## src/rtl/debounce_pkg.sv

```systemverilog
// Shared types, width helpers and default timing for the button debouncer bank.
// Defaults assume d_clk is a 50 MHz-derived tick (50000 cycles ~ 1 ms at 50 MHz).
package debounce_pkg;

    typedef enum logic [1:0] {
        RPT_IDLE   = 2'd0,
        RPT_DELAY  = 2'd1,
        RPT_REPEAT = 2'd2
    } rpt_state_e;

    localparam int DEF_NUM_CH       = 5;
    localparam int DEF_STABLE_CNT   = 50000;
    localparam int DEF_REPEAT_DELAY = 500000;
    localparam int DEF_REPEAT_RATE  = 100000;

    // Bits needed to hold 0..max_val; never less than 1.
    function automatic int cnt_w(input int max_val);
        return (max_val < 1) ? 1 : $clog2(max_val + 1);
    endfunction

    function automatic int max_int(input int a, input int b);
        return (a > b) ? a : b;
    endfunction

endpackage

```

## src/rtl/debounce_channel.sv

```systemverilog
// One button channel: 2-flop synchroniser, stability counter, clean level with
// rise/fall pulses, and an optional hold-to-repeat press generator.
module debounce_channel
    import debounce_pkg::*;
#(
    parameter int STABLE_CNT   = DEF_STABLE_CNT,
    parameter bit INV          = 1'b0,
    parameter bit RPT_EN       = 1'b0,
    parameter int REPEAT_DELAY = DEF_REPEAT_DELAY,
    parameter int REPEAT_RATE  = DEF_REPEAT_RATE
) (
    input  logic d_clk,
    input  logic reset_n,
    input  logic btn_i,
    output logic level_o,
    output logic rise_o,
    output logic fall_o,
    output logic press_o
);

    localparam int CW = cnt_w(STABLE_CNT);
    localparam int RW = cnt_w(max_int(REPEAT_DELAY, REPEAT_RATE));

    localparam logic [CW-1:0] CNT_LAST  = CW'(STABLE_CNT - 1);
    localparam logic [RW-1:0] DLY_LAST  = RW'(REPEAT_DELAY - 1);
    localparam logic [RW-1:0] RATE_LAST = RW'(REPEAT_RATE - 1);

    logic          s1_q, s2_q;
    logic [CW-1:0] cnt_q, cnt_d;
    logic          level_q, level_d;
    logic          rise_q, rise_d;
    logic          fall_q, fall_d;
    logic          press_q, press_d;
    rpt_state_e    st_q, st_d;
    logic [RW-1:0] rcnt_q, rcnt_d;
    logic          stable_done;
    logic          rpt_pulse;

    // Stability counter: any sample matching the current level restarts the count.
    always_comb begin
        cnt_d       = cnt_q;
        level_d     = level_q;
        stable_done = (s2_q != level_q) && (cnt_q == CNT_LAST);
        if (s2_q == level_q) begin
            cnt_d = '0;
        end else if (stable_done) begin
            level_d = s2_q;
            cnt_d   = '0;
        end else begin
            cnt_d = cnt_q + CW'(1);
        end
        rise_d = stable_done &  s2_q;
        fall_d = stable_done & ~s2_q;
    end

    // Repeat FSM keys off the same-cycle rise/fall so press lines up with rise,
    // and a fall always beats a coincident repeat terminal count.
    always_comb begin
        st_d      = st_q;
        rcnt_d    = rcnt_q;
        rpt_pulse = 1'b0;
        if (!RPT_EN) begin
            st_d   = RPT_IDLE;
            rcnt_d = '0;
        end else begin
            case (st_q)
                RPT_IDLE: begin
                    if (rise_d) begin
                        st_d   = RPT_DELAY;
                        rcnt_d = '0;
                    end
                end
                RPT_DELAY: begin
                    if (fall_d) begin
                        st_d   = RPT_IDLE;
                        rcnt_d = '0;
                    end else if (rcnt_q == DLY_LAST) begin
                        rpt_pulse = 1'b1;
                        rcnt_d    = '0;
                        st_d      = RPT_REPEAT;
                    end else begin
                        rcnt_d = rcnt_q + RW'(1);
                    end
                end
                RPT_REPEAT: begin
                    if (fall_d) begin
                        st_d   = RPT_IDLE;
                        rcnt_d = '0;
                    end else if (rcnt_q == RATE_LAST) begin
                        rpt_pulse = 1'b1;
                        rcnt_d    = '0;
                    end else begin
                        rcnt_d = rcnt_q + RW'(1);
                    end
                end
                default: begin
                    st_d   = RPT_IDLE;
                    rcnt_d = '0;
                end
            endcase
        end
        press_d = rise_d | rpt_pulse;
    end

    always_ff @(posedge d_clk or negedge reset_n) begin
        if (!reset_n) begin
            s1_q    <= 1'b0;
            s2_q    <= 1'b0;
            cnt_q   <= '0;
            level_q <= 1'b0;
            rise_q  <= 1'b0;
            fall_q  <= 1'b0;
            press_q <= 1'b0;
            st_q    <= RPT_IDLE;
            rcnt_q  <= '0;
        end else begin
            s1_q    <= btn_i ^ INV;
            s2_q    <= s1_q;
            cnt_q   <= cnt_d;
            level_q <= level_d;
            rise_q  <= rise_d;
            fall_q  <= fall_d;
            press_q <= press_d;
            st_q    <= st_d;
            rcnt_q  <= rcnt_d;
        end
    end

    assign level_o = level_q;
    assign rise_o  = rise_q;
    assign fall_o  = fall_q;
    assign press_o = press_q;

endmodule

```

## src/rtl/debounce_bank.sv

```systemverilog
// N-channel push-button conditioner; each channel is an independent
// debounce_channel with its own inversion and auto-repeat enable.
module debounce_bank
    import debounce_pkg::*;
#(
    parameter int                NUM_CH       = DEF_NUM_CH,
    parameter int                STABLE_CNT   = DEF_STABLE_CNT,
    parameter logic [NUM_CH-1:0] IN_INV       = '0,
    parameter logic [NUM_CH-1:0] REPEAT_MASK  = '0,
    parameter int                REPEAT_DELAY = DEF_REPEAT_DELAY,
    parameter int                REPEAT_RATE  = DEF_REPEAT_RATE
) (
    input  logic              d_clk,
    input  logic              reset_n,
    input  logic [NUM_CH-1:0] btn_in,
    output logic [NUM_CH-1:0] level,
    output logic [NUM_CH-1:0] rise,
    output logic [NUM_CH-1:0] fall,
    output logic [NUM_CH-1:0] press
);

    for (genvar i = 0; i < NUM_CH; i++) begin : g_ch
        debounce_channel #(
            .STABLE_CNT  (STABLE_CNT),
            .INV         (IN_INV[i]),
            .RPT_EN      (REPEAT_MASK[i]),
            .REPEAT_DELAY(REPEAT_DELAY),
            .REPEAT_RATE (REPEAT_RATE)
        ) u_ch (
            .d_clk  (d_clk),
            .reset_n(reset_n),
            .btn_i  (btn_in[i]),
            .level_o(level[i]),
            .rise_o (rise[i]),
            .fall_o (fall[i]),
            .press_o(press[i])
        );
    end

endmodule

```

## config.mk

```make
export PLATFORM = sky130hd
export DESIGN_NAME = debounce_bank
export DESIGN_NICKNAME = d
export VERILOG_FILES = /design/src/rtl/debounce_pkg.sv /design/src/rtl/debounce_channel.sv /design/src/rtl/debounce_bank.sv
export SDC_FILE = /design/constraint.sdc
export NUM_CORES = 1
export LEC_CHECK = 0
export ABC_AREA = 1
export BUFFER_PORTS_ARGS = -buffer_cell sky130_fd_sc_hd__buf_2
export CAP_MARGIN = 20
export CORE_ASPECT_RATIO = 1.2
export CORE_MARGIN = 2
export CORE_UTILIZATION = 60
export DETAILED_ROUTE_END_ITERATION = 6
export PLACE_DENSITY = 0.78
export SLEW_MARGIN = 20
export SYNTH_ARGS = -nofsm -noshare
export SYNTH_HDL_FRONTEND = slang
export SYNTH_SLANG_ARGS = --single-unit
```

## constraint.sdc

```tcl
create_clock -name d_clk -period 1.47 [get_ports d_clk]
set_input_delay 0.2205 -clock d_clk [delete_from_list [all_inputs] [get_ports d_clk]]
set_output_delay 0.2205 -clock d_clk [all_outputs]
set_load 0.1 [all_outputs]
```

==> out/metrics.csv <==
metric,value,unit
result_of_the_run,"complete, no violations",
syn2layout_area_growth,9.41,%
global_route_wire_length_before_repair,18600,um
dieHeight,110,um
hpwl,7850,um
cp_num_buf_inv,1,
die_area,10200,sq um
grt_max_degree,34,
io_buffers,26,
globalplace.congestion,0.894,
post_drt_via_cell_ratio,5.15,
cts-htree-levels,3,
comb_power_share,5.1,%
worst_setup_hold_path_clk_slew,0.11,ns
switching_share_of_power,24.7,%
setup_viol_count_final,0,
cellInternalPower,0.00364,W
core.rowCount,38,
grt_remaining_overflow,0,
clock_latency,0.39,ns
maxCapViolCount,0,
longest_individual_stage_delay_on_the_worst_path,0.42,ns
die_w,92.5,um
post_synth_num_cell_types,25,
post-route-min-period,1.38,ns
timing_worst_setup_path_type,flop to output port,
io_pins,27,
groute.usage.overall,22.8,%
initialDrtViolationCount,238,
synthCells,726,
ys_dominant_reg_cell,dfrtp_1,
synthesis.area_per_instance,7.76,sq um
route.detailed.wl_per_inst,12.0,um
fin_worst_hold_slack,0.304,ns
path_delay_family,buffers and inverters,
insertedDiodeCount,0,
synth-seq-cells,105,
cts_num_sinks,105,
cts_max_path_buffers,2,
yosysMostFrequentCell,nand2_1,
cp_cell_sequence,buf_2,
timing.final.ws_setup,0.0909,ns
sequential_cell_fraction_of_total_power,61.5,%
via_count,4561,
cts-buffers-inserted,9,
synth_warnings,0,
peakVddDrop,0.603,mV
core-area,9080,sq um
fmaxAchievable,0.725,GHz
cts_tree,yes,
ys_top_cells_by_area,"dfrtp_1 47%, nand2_1 11%, nor2_1 11%",
postSynth.asyncResetShare,100,%
hold_path_class,input pin to async pin,
yosys.area.top_type_share,46.6,%
unrepaired_setup_endpoints_after_global_routing,true,
post-place-ws,0.0963,ns
synth-edff-count,0,
hold_violations,0,
net_switching,0.00120,W
start_kind,flop,
fin_crit_sh,93.8,%
power.static_leakage,2.73,nW
worst_ep_arrival_time,1.16,ns
ys_seq_area_share,46.6,%
synthesized_nets,738,
grt_antenna_before_repair,0,
worst_ep_required_time,1.25,ns
slew-limit-headroom,67.5,%
post_synth_most_frequent_cells,"169 x nand2_1, 160 x nor2_1, 105 x dfrtp_1",
start_util,62.1,%
critical-path-slowest-cell,buf_2,
drcViolationCount,0,
final_nets,772,
worst-path-max-fanout,2,
final_antenna_net_count,0,
final_max_slew_violation_count,0,
number_of_global_route_vias_before_repair,4428,
root_buffer,clkbuf_8,
fillCellCount,718,
drt_first_pass_iters,4,
final_layout_size_suffix_gt1_share,13.2,%
pwr-share-clk,33.4,%
critPathCaptureType,output port,
power_density,785,nW/um^2
syn-cell-area,5640,sq um
synthDominantAreaCellType,dfrtp_1,
fin_skew,0.0147,ns
routed_wl,10700,um
worst_pin_slew,0.490,ns
## placed cells by master (no fill, tap or decap)
cell	instances
ha_1	3
xnor2_1	10
nand4_1	20
nor2_1	157
nor3_1	7
nor2_4	5
o21ai_1	7
ha_2	2
o21ai_0	3
clkinv_4	2
clkbuf_1	1
xor2_1	21
dfrtp_1	105
xor2_2	2
nand3b_1	6
buf_12	3
nor2_2	12
a21oi_1	5
xor2_4	1
clkbuf_8	9
clkinvlp_4	3
buf_4	12
buf_2	20
clkbuf_4	2
nor3b_1	2
nand2_1	167
nand2_2	11
o21bai_1	10
nand3_2	7
inv_1	78
dlygate4sd3_1	6
nand3_4	1
inv_2	6
nand2_4	2
nand3_1	56
clkinv_2	1
## per-layer routing
layer | GRT usage [%] | wire length [um] | vias up | part of all wire (%)
li1 | - | - | 2318 | -
met1 | 28.0 | 4870 | 2138 | 46
met2 | 40.6 | 5250 | 90 | 49
met3 | 2.65 | 356 | 15 | 3.3
met4 | 10.3 | 188 | 0 | 1.8
met5 | 0 | 0 | - | 0
## state kept, by name, summed over array words and instances (netlist names)
register	count
g_ch.u_ch.cnt_q	80
g_ch.u_ch.fall_o	5
g_ch.u_ch.level_o	5
g_ch.u_ch.press_o	5
g_ch.u_ch.s1_q	5
g_ch.u_ch.s2_q	5
## metrics by stage
| stage | std cells | instance area, sq um | util [%] | power, W | TNS, ns |
|---|---|---|---|---|---|
| 2_1_floorplan | 726 | 5640 | - | 0.00313 | 0 |
| 3_3_place_gp | 858 | 5850 | 64.5 | 0.00324 | 0 |
| 3_5_place_dp | 858 | 5850 | 64.5 | 0.00326 | 0 |
| 4_1_cts | 880 | 6090 | 67.1 | 0.00486 | 0 |
| 5_1_grt | 885 | 6170 | 67.9 | 0.00503 | -0.0172 |
| 6_report | 885 | 6170 | 67.9 | 0.00484 | 0 |
## cell families after synthesis
group	count (synthesis)	share of synthesized area (%)
flops	105	46.6
compound gates	25	2.66
xor+xnor	34	5.88
buf+inv	104	8.26
simple gates	453	35.5
fa+ha+maj	5	1.11
## power groups by stage
stage	clock [W]	sequential (W)	combinational [W]
2_1_floorplan	0	0.00303	0.000105
6_report	0.00161	0.00298	0.000247
3_3_place_gp	0	0.00303	0.000210
5_1_grt	0.00176	0.00299	0.000285
3_5_place_dp	0	0.00304	0.000219
4_1_cts	0.00165	0.00298	0.000232
## layout make-up
cell class,count,area (sq um),share of cell area (%)
clock buffer,10,128,2.07
multi-input combinational,517,2580,41.8
clock inverter,6,45.0,0.730
inverter,84,315,5.11
timing repair buffer,43,325,5.27
tap,120,150,2.43
sequential,105,2630,42.6
## worst paths after layout
check                                          to  slack (ns)                  start  cells after the start
setup / recovery                         press[2]        0.09   g_ch[2].u_ch.press_o                      1
max in group asynchronous   g_ch[0].u_ch.cnt_q[5]        0.57                reset_n                      3
setup reg to reg           g_ch[4].u_ch.cnt_q[10]        0.12  g_ch[4].u_ch.cnt_q[1]                      7
hold / removal             g_ch[1].u_ch.cnt_q[12]        0.30                reset_n                      2
hold reg to reg                 g_ch[4].u_ch.s2_q        0.36      g_ch[4].u_ch.s1_q                      0
min in group d_clk              g_ch[4].u_ch.s2_q        0.36      g_ch[4].u_ch.s1_q                      0
## timing repair
action / 4_1_cts / 5_1_grt
pin swaps: 0 / 1
endpoints found under the hold margin: 34 / 0
gates resized for setup: 2 / 13
hold buffers: 6 / 0
setup buffers: 0 / 5
setup endpoints to repair: 2 / 35
Note: power is estimated with default switching activity, not from simulation.
